<file path="config.mk">
export PLATFORM = sky130hd
export DESIGN_NAME = clk_div_prog
export DESIGN_NICKNAME = d
export VERILOG_FILES = /design/src/rtl/clk_div_prog.sv
export SDC_FILE = /design/constraint.sdc
export NUM_CORES = 1
export LEC_CHECK = 0
export CAP_MARGIN = 0
export CORE_UTILIZATION = 61
export DETAILED_ROUTE_END_ITERATION = 16
export PLACE_DENSITY_LB_ADDON = 0.08
export SLEW_MARGIN = 20
export SYNTH_ARGS = -nofsm -noshare
export SYNTH_HDL_FRONTEND = slang
export SYNTH_SLANG_ARGS = --single-unit
</file>
<file path="constraint.sdc">
create_clock -name clk -period 5.4 [get_ports clk]
set_clock_uncertainty 0.15 [all_clocks]
set_input_delay 1.08 -clock clk [delete_from_list [all_inputs] [get_ports clk]]
set_output_delay 1.08 -clock clk [all_outputs]
set_load 0.1 [all_outputs]
</file>
<file path="src/rtl/clk_div_prog.sv">
// clk_div_prog -- runtime-programmable integer clock divider.
//
// Divides clk by any ratio N in 2..2^W-1. A new ratio is requested with
// div_load/div_val and takes effect at the next period boundary, so the
// divided clock never glitches. div_tick marks the first clk cycle of each
// period, and div_ack marks the period in which a new ratio took effect.
//
// Optional feature macro: CLK_DIV_DUTY50_EN
//   defined   -> adds a negedge phase register so odd ratios get 50% duty
//   undefined -> odd N gives floor(N/2) cycles high, ceil(N/2) cycles low
//
// Parameters:
//   W        width of ratio, counter and div_cur
//   DEF_DIV  ratio in force after reset (2..2^W-1)
//
// Ports:
//   clk       in   source clock
//   rst       in   asynchronous active-low reset
//   en        in   run enable
//   div_val   in   requested ratio N
//   div_load  in   one-cycle load request for div_val
//   div_ack   out  one-cycle pulse, new ratio took effect
//   div_err   out  one-cycle pulse, load rejected (div_val < 2)
//   div_cur   out  ratio currently in force
//   div_clk   out  divided clock
//   div_tick  out  high for the first clk cycle of each period

module clk_div_prog #(
    parameter int W       = 16,
    parameter int DEF_DIV = 12
) (
    input  logic         clk,
    input  logic         rst,
    input  logic         en,
    input  logic [W-1:0] div_val,
    input  logic         div_load,
    output logic         div_ack,
    output logic         div_err,
    output logic [W-1:0] div_cur,
    output logic         div_clk,
    output logic         div_tick
);

    logic [W-1:0] cur;
    logic [W-1:0] cnt;
    logic [W-1:0] pend;
    logic         pend_v;
    logic         run;
    logic         pos_q;
    logic         tick;
    logic         ack;
    logic         err;

    logic         load_ok;
    logic         load_bad;
    logic         wrap;
    logic         apply_v;
    logic [W-1:0] apply_val;
    logic [W-1:0] half;
    logic [W-1:0] cnt_inc;
    logic [W-1:0] cur_m1;

    // Decode the load request and the period position. A load sampled on
    // the same edge as a wrap beats anything already buffered, so the
    // newest request always wins.
    always_comb begin
        load_ok   = 1'b0;
        load_bad  = 1'b0;
        cur_m1    = cur - W'(1);
        cnt_inc   = cnt + W'(1);
        half      = cur >> 1;
        wrap      = 1'b0;
        apply_v   = 1'b0;
        apply_val = cur;

        load_ok   = div_load && (div_val >= W'(2));
        load_bad  = div_load && (div_val <  W'(2));
        wrap      = (cnt == cur_m1);
        apply_v   = load_ok || pend_v;
        apply_val = load_ok ? div_val : pend;
    end

    // Main divider state. Disable has top priority and applies any pending
    // ratio at once; a restart always begins a fresh period with a tick;
    // a running divider only switches ratio at the wrap so the output
    // waveform stays glitch-free.
    always_ff @(posedge clk or negedge rst) begin
        if (!rst) begin
            cur    <= W'(DEF_DIV);
            cnt    <= '0;
            pend   <= '0;
            pend_v <= 1'b0;
            run    <= 1'b0;
            pos_q  <= 1'b0;
            tick   <= 1'b0;
            ack    <= 1'b0;
            err    <= 1'b0;
        end else begin
            err  <= load_bad;
            ack  <= 1'b0;
            tick <= 1'b0;
            if (!en) begin
                run    <= 1'b0;
                cnt    <= '0;
                pos_q  <= 1'b0;
                pend_v <= 1'b0;
                if (apply_v) begin
                    cur <= apply_val;
                    ack <= 1'b1;
                end
            end else if (!run) begin
                run   <= 1'b1;
                cnt   <= '0;
                pos_q <= 1'b1;
                tick  <= 1'b1;
                if (load_ok) begin
                    pend   <= div_val;
                    pend_v <= 1'b1;
                end
            end else if (wrap) begin
                cnt    <= '0;
                pos_q  <= 1'b1;
                tick   <= 1'b1;
                pend_v <= 1'b0;
                if (apply_v) begin
                    cur <= apply_val;
                    ack <= 1'b1;
                end
            end else begin
                cnt   <= cnt_inc;
                pos_q <= (cnt_inc < half);
                if (load_ok) begin
                    pend   <= div_val;
                    pend_v <= 1'b1;
                end
            end
        end
    end

`ifdef CLK_DIV_DUTY50_EN
    logic neg_q;

    // Half-cycle extension for odd ratios: copying pos_q on the falling
    // edge stretches the high phase by half a clk cycle. pos_q is always
    // low in the last cycle of a period, so neg_q is low there too and a
    // ratio change cannot produce a glitch.
    always_ff @(negedge clk or negedge rst) begin
        if (!rst) begin
            neg_q <= 1'b0;
        end else begin
            neg_q <= pos_q & cur[0];
        end
    end

    assign div_clk = pos_q | neg_q;
`else
    assign div_clk = pos_q;
`endif

    assign div_tick = tick;
    assign div_ack  = ack;
    assign div_err  = err;
    assign div_cur  = cur;

endmodule
</file>
Yosys cells after proc, flatten, opt, wreduce, memory -nomap -nowiden. Index checks and enable logic that the tools add are counted.

Register bits: 54. Input port bits: 20. Output and inout bits: 20. Logic and storage cells: 48.

Add/sub/neg operators: 2. Order comparisons: 3. Equality and inequality tests: 4. Muxes and demuxes: 25. Reduce and logical (&&, ||, !) cells: 5.

Operator list (count): $mux 16 (10); $add 16x1->16 const B (1); $eq 16x16->1 (1); $ge 16x2->1 const B (1); $lt 16x15->1 (1); $lt 16x2->1 const B (1); $sub 16x1->16 const B (1); $mux 1 (15); $ne 2x1->1 const B (2); $reduce_and 2->1 (2); $logic_and 1x1->1 (2); $ne 2x2->1 const B (1); $logic_or 1x1->1 (1).

Depth between registers and ports, before layout. Gate-level depths: netlist of run 1.

Depth after elaboration: 7. Gate-level depth with buffers: 13. Mapped depth without buffers: 11.

Worst setup path after synthesis of run 1. No wires, ideal clock.

Path type: register to register. From: reg cur[8] (netlist: div_cur[8]). To: reg pend[10]. Setup time: 0.125 ns. Arrival: 3.353 ns. Required time: 5.125 ns. Slack: 1.771 ns. Stages on the path, launching flop included: 10. Buffers on the path: 3. Clock period less this slack: 3.629 ns. Cell sequence: dfrtp_1 -> buf_4 -> or4_4 -> or4_4 -> a311oi_2 -> nor2_1 -> o311a_1 -> buf_6 -> buf_12 -> mux2_4.

Word-level cells in the longest chain between the ends: 4.

RTL lines: from (decl) (line 44) `logic [W-1:0] cur;`; from (signal assigned) (line 89) `cur <= W'(DEF_DIV);`; from (signal assigned) (line 108) `cur <= apply_val;`; from (signal assigned) (line 126) `cur <= apply_val;`; $sub 16x1->16 (line 69) `cur_m1 = cur - W'(1);`; $eq 16x16->1 (line 78) `wrap = (cnt == cur_m1);`; $ne 2x2->1 (no source line); $reduce_and 2->1 (no source line); to (signal assigned) (line 117) `pend <= div_val;`; to (signal assigned) (line 133) `pend <= div_val;`; to (decl) (line 46) `logic [W-1:0] pend;`.

Every way passes these cells. A chain may end at the register's enable or synchronous reset.

Final worst setup path of run 1.
From: in div_val[13]. To: reg cur[10] (netlist: div_cur[10]).

Word-level cells in the longest chain between the ends: 7. Elaborated cells between the ends (all ways): 8. Those cells by class: 1 x order compare; 5 x mux; 2 x reduce/logical.

RTL lines: from (decl) (line 35) `input logic [W-1:0] div_val,`; $ge 16x2->1 * (line 76) `load_ok = div_load && (div_val >= W'(2));`; $logic_and 1x1->1 * (line 76); $mux 16 or $logic_or 1x1->1 (tied branches); $mux 16 * (line 107, 125); $mux 16 (line 120) `end else if (wrap) begin`; $mux 16 (line 111) `end else if (!run) begin`; $mux 16 * (line 102) `if (!en) begin`.

Mark *: on every way between the ends. The rest lies on a longest branch, timed or not. The select of a mux whose other input is x is not followed.

==> metrics.txt, run 1 <==
status=completed; Hold Vio Cnt, Final=0; final setup TNS=0 ps; Post-synth EDFFs=0; crit path cell chain=clkdlybuf4s50_1, nor4_1, nand4_1, and2_2, or2_2, o2111ai_1, o22ai_2, mux2i_1; initial antenna violation count=0; measured slew at the worst slew-check pin=around 1000 ps; Setup crit end kind=register; FF-to-FF End=div_cur[10]$_DFFE_PN0P_; switching power total=531.1 uW; die area=5941 um^2; CTS clk-pin slew, worst paths=100 ps; Lkg Pwr=0.001757 uW; Final nets=between 300 and 400; worst r2r src=div_cur[2]$_DFFE_PN1P_; crit path launch type=input pin; DP Wirelength=~5.4 mm; Post-Syn Area per Cell=around 10 um^2; Hold EP=pend[1]$_DFFE_PN0P_; IO Count=40; share of layout cells above drive strength 1=0.1044; Area growth syn-to-layout=13.86%; VDD IR max=0.0001966 V; DRC violations left=0; first-pass GRT wire length=12.20 mm; Gate power share=0.384; Fmax=0.2768 GHz; CTS Buffer Depth=2; RSZ-0062 raised after global routing=no; core area=approximately 5300 um^2; Max-Cap Viols=0; Sw Ratio=0.4156; CTS Buf Count=5; PwrDens=326.4 nW/um^2; max-slew violations=0; # Post-CTS Setup Buffers=0; FF-to-FF path depth=7; DRT Pass-1 Iters=4; Seq/Total Area, Yosys=0.3937; filler cell count in the final layout=401; worst-path fanout max=19; grt ovf=0; Synthesized Nets=367; share of Yosys cell area claimed by the top area cell type=0.3785; critical path class=in -> reg; Final Cell Area=3915 um^2; cts hold-fix bufs=0; slowest stage delay, CP=810 ps; crit path buf inv count=1; Routed WL=7.139 mm; CP max-delay cell=o22ai_2; most common flop cell mapped by yosys=dfrtp_1; WHS Path Cells=1; Tmin final=3612 ps; Reg power frac=0.403; Synth area leader=dfrtp_1; vias=approximately 2,500; Slew HR=0.3203; CP arrival=around 3700 ps; ANT nets after route=0; worst hold start=pend[1]$_DFFE_PN0P_; CTS resizes=0; top-count cell post-synth=dfrtp_1; synthesis-stage register bit count=54; post-synthesis cell type count=56; placed standard-cell area=approximately 3800 um^2; Yosys warning count=0; fraction of registers with async set/reset=1.000; vias in the first global route=2,596; pin count of the biggest net entering global routing=55; Commonest cells post-synth=dfrtp_1 (52), mux2i_1 (28), inv_1 (21), xnor2_1 (18); Post-Syn Area=around 3400 um^2; FP Rows=26; internal power=746.9 uW; final worst-path cycle share=0.6689; routed length per instance=between 15 and 20 um; Placer Congestion=slightly below 0.9; worst min-delay path category=reg -> reg; Clk network pwr share=0.213; Die Wd=a little under 80 um; CTS tree=yes; port bufs=39; DRT iter0 DRCs=99; CTS root buf=clkbuf_8; delay-heaviest family, CP=compound AO/OA/AOI/OAI gates; Clock Sinks=54; Initial Util=0.6524; R2R setup slack=1900 ps; GRT Resource Usage Total=0.2596; H-tree depth=2; DIE HEIGHT=between 70 and 80 um; fin worst setup slack=1788 ps; Antenna Diode Count=0; Mapped Cells=about 330; vias per cell=5.806; dpl ws=1472 ps; endpoints failing setup=0; top post-synthesis cells by area=dfrtp_1 (38%), mux2i_1 (8.2%), ha_1 (5.8%), xnor2_1 (4.6%), mux2_4 (4.4%); Skew-Pair Late Insertion Delay=310 ps; WP data required=5480 ps
-- state kept, by name (all words and copies together), names as in the netlist --
name / flops
cnt: 16
div_cur: 16
pend: 16
div_ack: 1
div_clk: 1
div_err: 1
div_tick: 1
pend_v: 1
run: 1
-- power by group through the flow --
stage | logic, uW | registers, uW | clock network (uW)
2_1_floorplan | 198 | 689 | 0
3_3_place_gp | 483 | 521 | 0
3_5_place_dp | 489 | 523 | 0
4_1_cts | 492 | 515 | 274
5_1_grt | 522 | 524 | 288
6_report | 490 | 515 | 272
-- cell families after synthesis --
logic type      Yosys count  share of synthesized area
buf+inv                  37                    0.05822
simple gates            103                     0.1718
xor+xnor                 32                    0.08151
fa+ha+maj                16                    0.05822
compound gates           45                    0.09171
mux                      44                     0.1448
flops                    54                     0.3937
-- through the flow --
stage               instances  total power, uW  hold slack [ps]    util
floorplan                 331            886.9            329.9       -
CTS                       434             1281            369.1  0.7429
global placement          426             1004            339.4  0.7220
finish                    434             1278            367.1  0.7429
detailed placement        426             1011            344.8  0.7220
global route              434             1335            381.2  0.7429
-- layout make-up --
class | count | area, um^2 | area share
Clock inverter | 2 | 37.54 | 0.009588
Clock buffer | 6 | 72.57 | 0.01854
Inverter | 21 | 78.83 | 0.02013
Timing Repair Buffer | 41 | 400.4 | 0.1023
Sequential cell | 54 | 1354 | 0.3458
Tap cell | 70 | 87.58 | 0.02237
Multi-Input combinational cell | 240 | 1884 | 0.4813
-- layout by cell type, fill, tap and decap left out, types with 8 or more instances in the layout --
cell,instances
xnor2_1,18
nor2b_1,16
ha_1,16
inv_1,21
nor2_1,14
a21oi_1,8
xor2_1,14
mux2i_1,28
mux2_4,10
nand3_1,9
clkdlybuf4s50_1,38
o21ai_0,10
nand4_1,8
nand2_1,13
dfrtp_1,52
nor3_1,8
-- how the worst max path moves through the flow --
stage | start | to | slack (ps) | depth (start not counted)
6_report | div_val[13] | div_cur[10]$_DFFE_PN0P_ | 1790 | 8
3_5_place_dp | div_val[13] | div_cur[11]$_DFFE_PN0P_ | 1470 | 8
3_3_place_gp | div_val[15] | div_cur[5]$_DFFE_PN0P_ | 1550 | 8
5_1_grt | div_val[13] | div_cur[10]$_DFFE_PN0P_ | 1620 | 8
4_1_cts | div_val[13] | div_cur[11]$_DFFE_PN0P_ | 1770 | 8
2_1_floorplan | div_cur[8]$_DFFE_PN0P_ | pend[10]$_DFFE_PN0P_ | 1770 | 9
-- metal layers --
metal  vias up  global-route usage  routed length [um]
li1       1235                   -                   -
met1      1217              0.3425                3393
met5         -                   0                   0
met2        55              0.4366                3323
met4         0             0.08491                 144
met3        13             0.03929                 277
Power figures use the tool's default switching activity.
==> run 2: changes to the inputs <==
--- a/config.mk
+++ b/config.mk
@@ -6,7 +6,7 @@
 export NUM_CORES = 1
 export LEC_CHECK = 0
 export CAP_MARGIN = 0
-export CORE_UTILIZATION = 61
+export CORE_UTILIZATION = 51
 export DETAILED_ROUTE_END_ITERATION = 16
 export PLACE_DENSITY_LB_ADDON = 0.08
 export SLEW_MARGIN = 20
==> constraint.sdc (replaced) <==
create_clock -name clk -period 2.9 [get_ports clk]
set_clock_uncertainty 0.15 [all_clocks]
set_input_delay 0.58 -clock clk [delete_from_list [all_inputs] [get_ports clk]]
set_output_delay 0.58 -clock clk [all_outputs]
set_load 0.1 [all_outputs]
==> metrics.txt, run 2 (synthesis results as in run 1) <==
status=finished with violations; failing checks=DRC, setup timing; Finished Layout Cells=489 (+13%); vias per cell=5.579 (-3.9%); measured slew at the worst slew-check pin=805.3 ps (-214.2 ps); initial antenna violation count=0 (unchanged); VDD IR max=0.0003541 V (+80%); DRT Pass-1 Iters=10 (+6); most common cell after layout, fill and taps aside=buf_4; CTS tree=yes; Final Hold Slack=189.1 ps (-178.0 ps); Lkg Pwr=0.002057 uW (+17%); DIE HEIGHT=84.11 um (+9.1%); critical path class=reg -> reg; fin worst setup slack=-56.04 ps (-1844 ps); vias=2,728 (+8.3%); Slew HR=0.4631 (+0.1428); GRT Resource Usage Total=0.2476 (-0.01200); internal power=1432 uW (+92%); DP Cell Count=472 (+11%); Skew-Pair Late Insertion Delay=320 ps (about the same); Die Wd=84.11 um (+9.1%); Sw Ratio=0.4304 (+0.01488); final worst-path cycle share=1.019; Hold Vio Cnt, Final=0 (unchanged); Initial Util=0.5354 (-0.1171); Final nets=447 (+12%); CTS clk-pin slew, worst paths=110 ps (about the same); CTS Buffer Depth=2 (unchanged); endpoints failing setup=40 (+40); vias in the first global route=2,727 (+5.0%); worst min-delay path category=in -> async; most frequent cells in the layout=buf_4 (64), dfrtp_1 (45), mux2i_1 (27); crit path launch type=register; switching power total=1082 uW (+100%); PwrDens=570.7 nW/um^2 (+75%); H-tree depth=2 (unchanged); worst-path fanout max=5 (-14); Gate power share=0.435 (+0.051); port bufs=39 (unchanged); share of layout cells above drive strength 1=0.2985 (+0.1941); Fmax=about 0.34 GHz; Setup crit end kind=register; Placer Congestion=0.8529 (-2.1%); Clock Sinks=54 (unchanged); IO Count=40 (unchanged); die area=7074 um^2 (+19%); Final Core Density=0.6861 (-0.05673); pin count of the biggest net entering global routing=36 (-35%); first-pass GRT wire length=13.63 mm (+12%); DRT iter0 DRCs=258 (+160%); Reg power frac=0.374 (-0.029); Area growth syn-to-layout=28.17%; FP Rows=29 (+12%); CTS root buf=clkbuf_8; WP data required=3000 ps (-2480 ps); routed length per instance=17.35 um (+5.5%); ANT nets after route=0 (unchanged); CTS Buf Count=5 (unchanged); Clk network pwr share=0.191 (-0.022); max-slew violations=0 (unchanged); Antenna Diode Count=0 (unchanged); CP arrival=3060 ps (-630 ps); Pwr Total=2515 uW (+97%); FF-to-FF path depth=9 (+2); core area=6422 um^2 (+22%); RSZ-0062 raised after global routing=yes; Tmin final=around 3000 ps; DP Wirelength=6.089 mm (+12%); Max-Cap Viols=0 (unchanged); Routed WL=8.483 mm (+19%); grt ovf=0 (unchanged); DRC violations left=2 (+2)
run 2: metrics by stage:
step,setup WS [ps],setup TNS (ps),cell area (um^2)
4_1_cts,-47.24,-436.4,4344
3_3_place_gp,-48.65,-600.5,4103
3_5_place_dp,-59.69,-1145,4103
6_report,-56.04,-1123,4407
2_1_floorplan,-445.5,-14380,3470
5_1_grt,-165.2,-6011,4407
run 2: final timing paths:
| kind | from | end | slack, ps |
|---|---|---|---|
| worst max-delay path | div_cur[7]$_DFFE_PN0P_ | div_cur[14]$_DFFE_PN0P_ | -60 |
| worst min-delay path | rst | cnt[0]$_DFF_PN0_ | 190 |
| worst max register to register | div_cur[7]$_DFFE_PN0P_ | div_cur[14]$_DFFE_PN0P_ | -60 |
| worst min register to register | pend[0]$_DFFE_PN0P_ | pend[0]$_DFFE_PN0P_ | 370 |
| max in group asynchronous | rst | div_cur[9]$_DFFE_PN0P_ | 1740 |
| min in group clk | pend[0]$_DFFE_PN0P_ | pend[0]$_DFFE_PN0P_ | 370 |
run 2: area by class of cell:
| type | count | area (um^2) |
|---|---|---|
| well taps | 77 | 96.34 |
| flip-flops and latches | 54 | 1375 |
| inverters | 21 | 78.83 |
| fillers | 499 | 2016 |
| multi-input cells | 240 | 1979 |
| clock inverters | 2 | 20.02 |
| repair buffers | 89 | 774.5 |
| clock buffers | 6 | 82.58 |
run 2: repair_timing:
action,in CTS,in global routing
pin swaps,8,5
setup endpoints to repair,29,51
cloned,2,0
hold buffers,0,0
resized for setup,5,14
buffers inserted,8,2
endpoints found under the hold margin,0,0
run 2: power groups by stage:
stage / clock, uW / combinational (uW) / sequential, uW
6_report: 480 / 1090 / 940
5_1_grt: 513 / 1150 / 952
3_3_place_gp: 0 / 1010 / 942
3_5_place_dp: 0 / 1020 / 945
4_1_cts: 492 / 1070 / 930
2_1_floorplan: 0 / 371 / 1290
run 2: critical path, cell delays in order, from the launching register on:
cell       delay (ps)
dfrtp_4           490
or4_4             520
or4_4             450
a311oi_4          340
buf_4             180
o2111ai_4         120
o22ai_4           210
buf_6             150
buf_16            110
mux2i_1           160
run 2: layer usage:
metal,up-vias,track usage,share of wire
met1,1322,0.3390,0.46
met4,0,0.05799,0.0085
met5,-,0,0
li1,1326,-,-
met2,73,0.4232,0.50
met3,7,0.02671,0.036
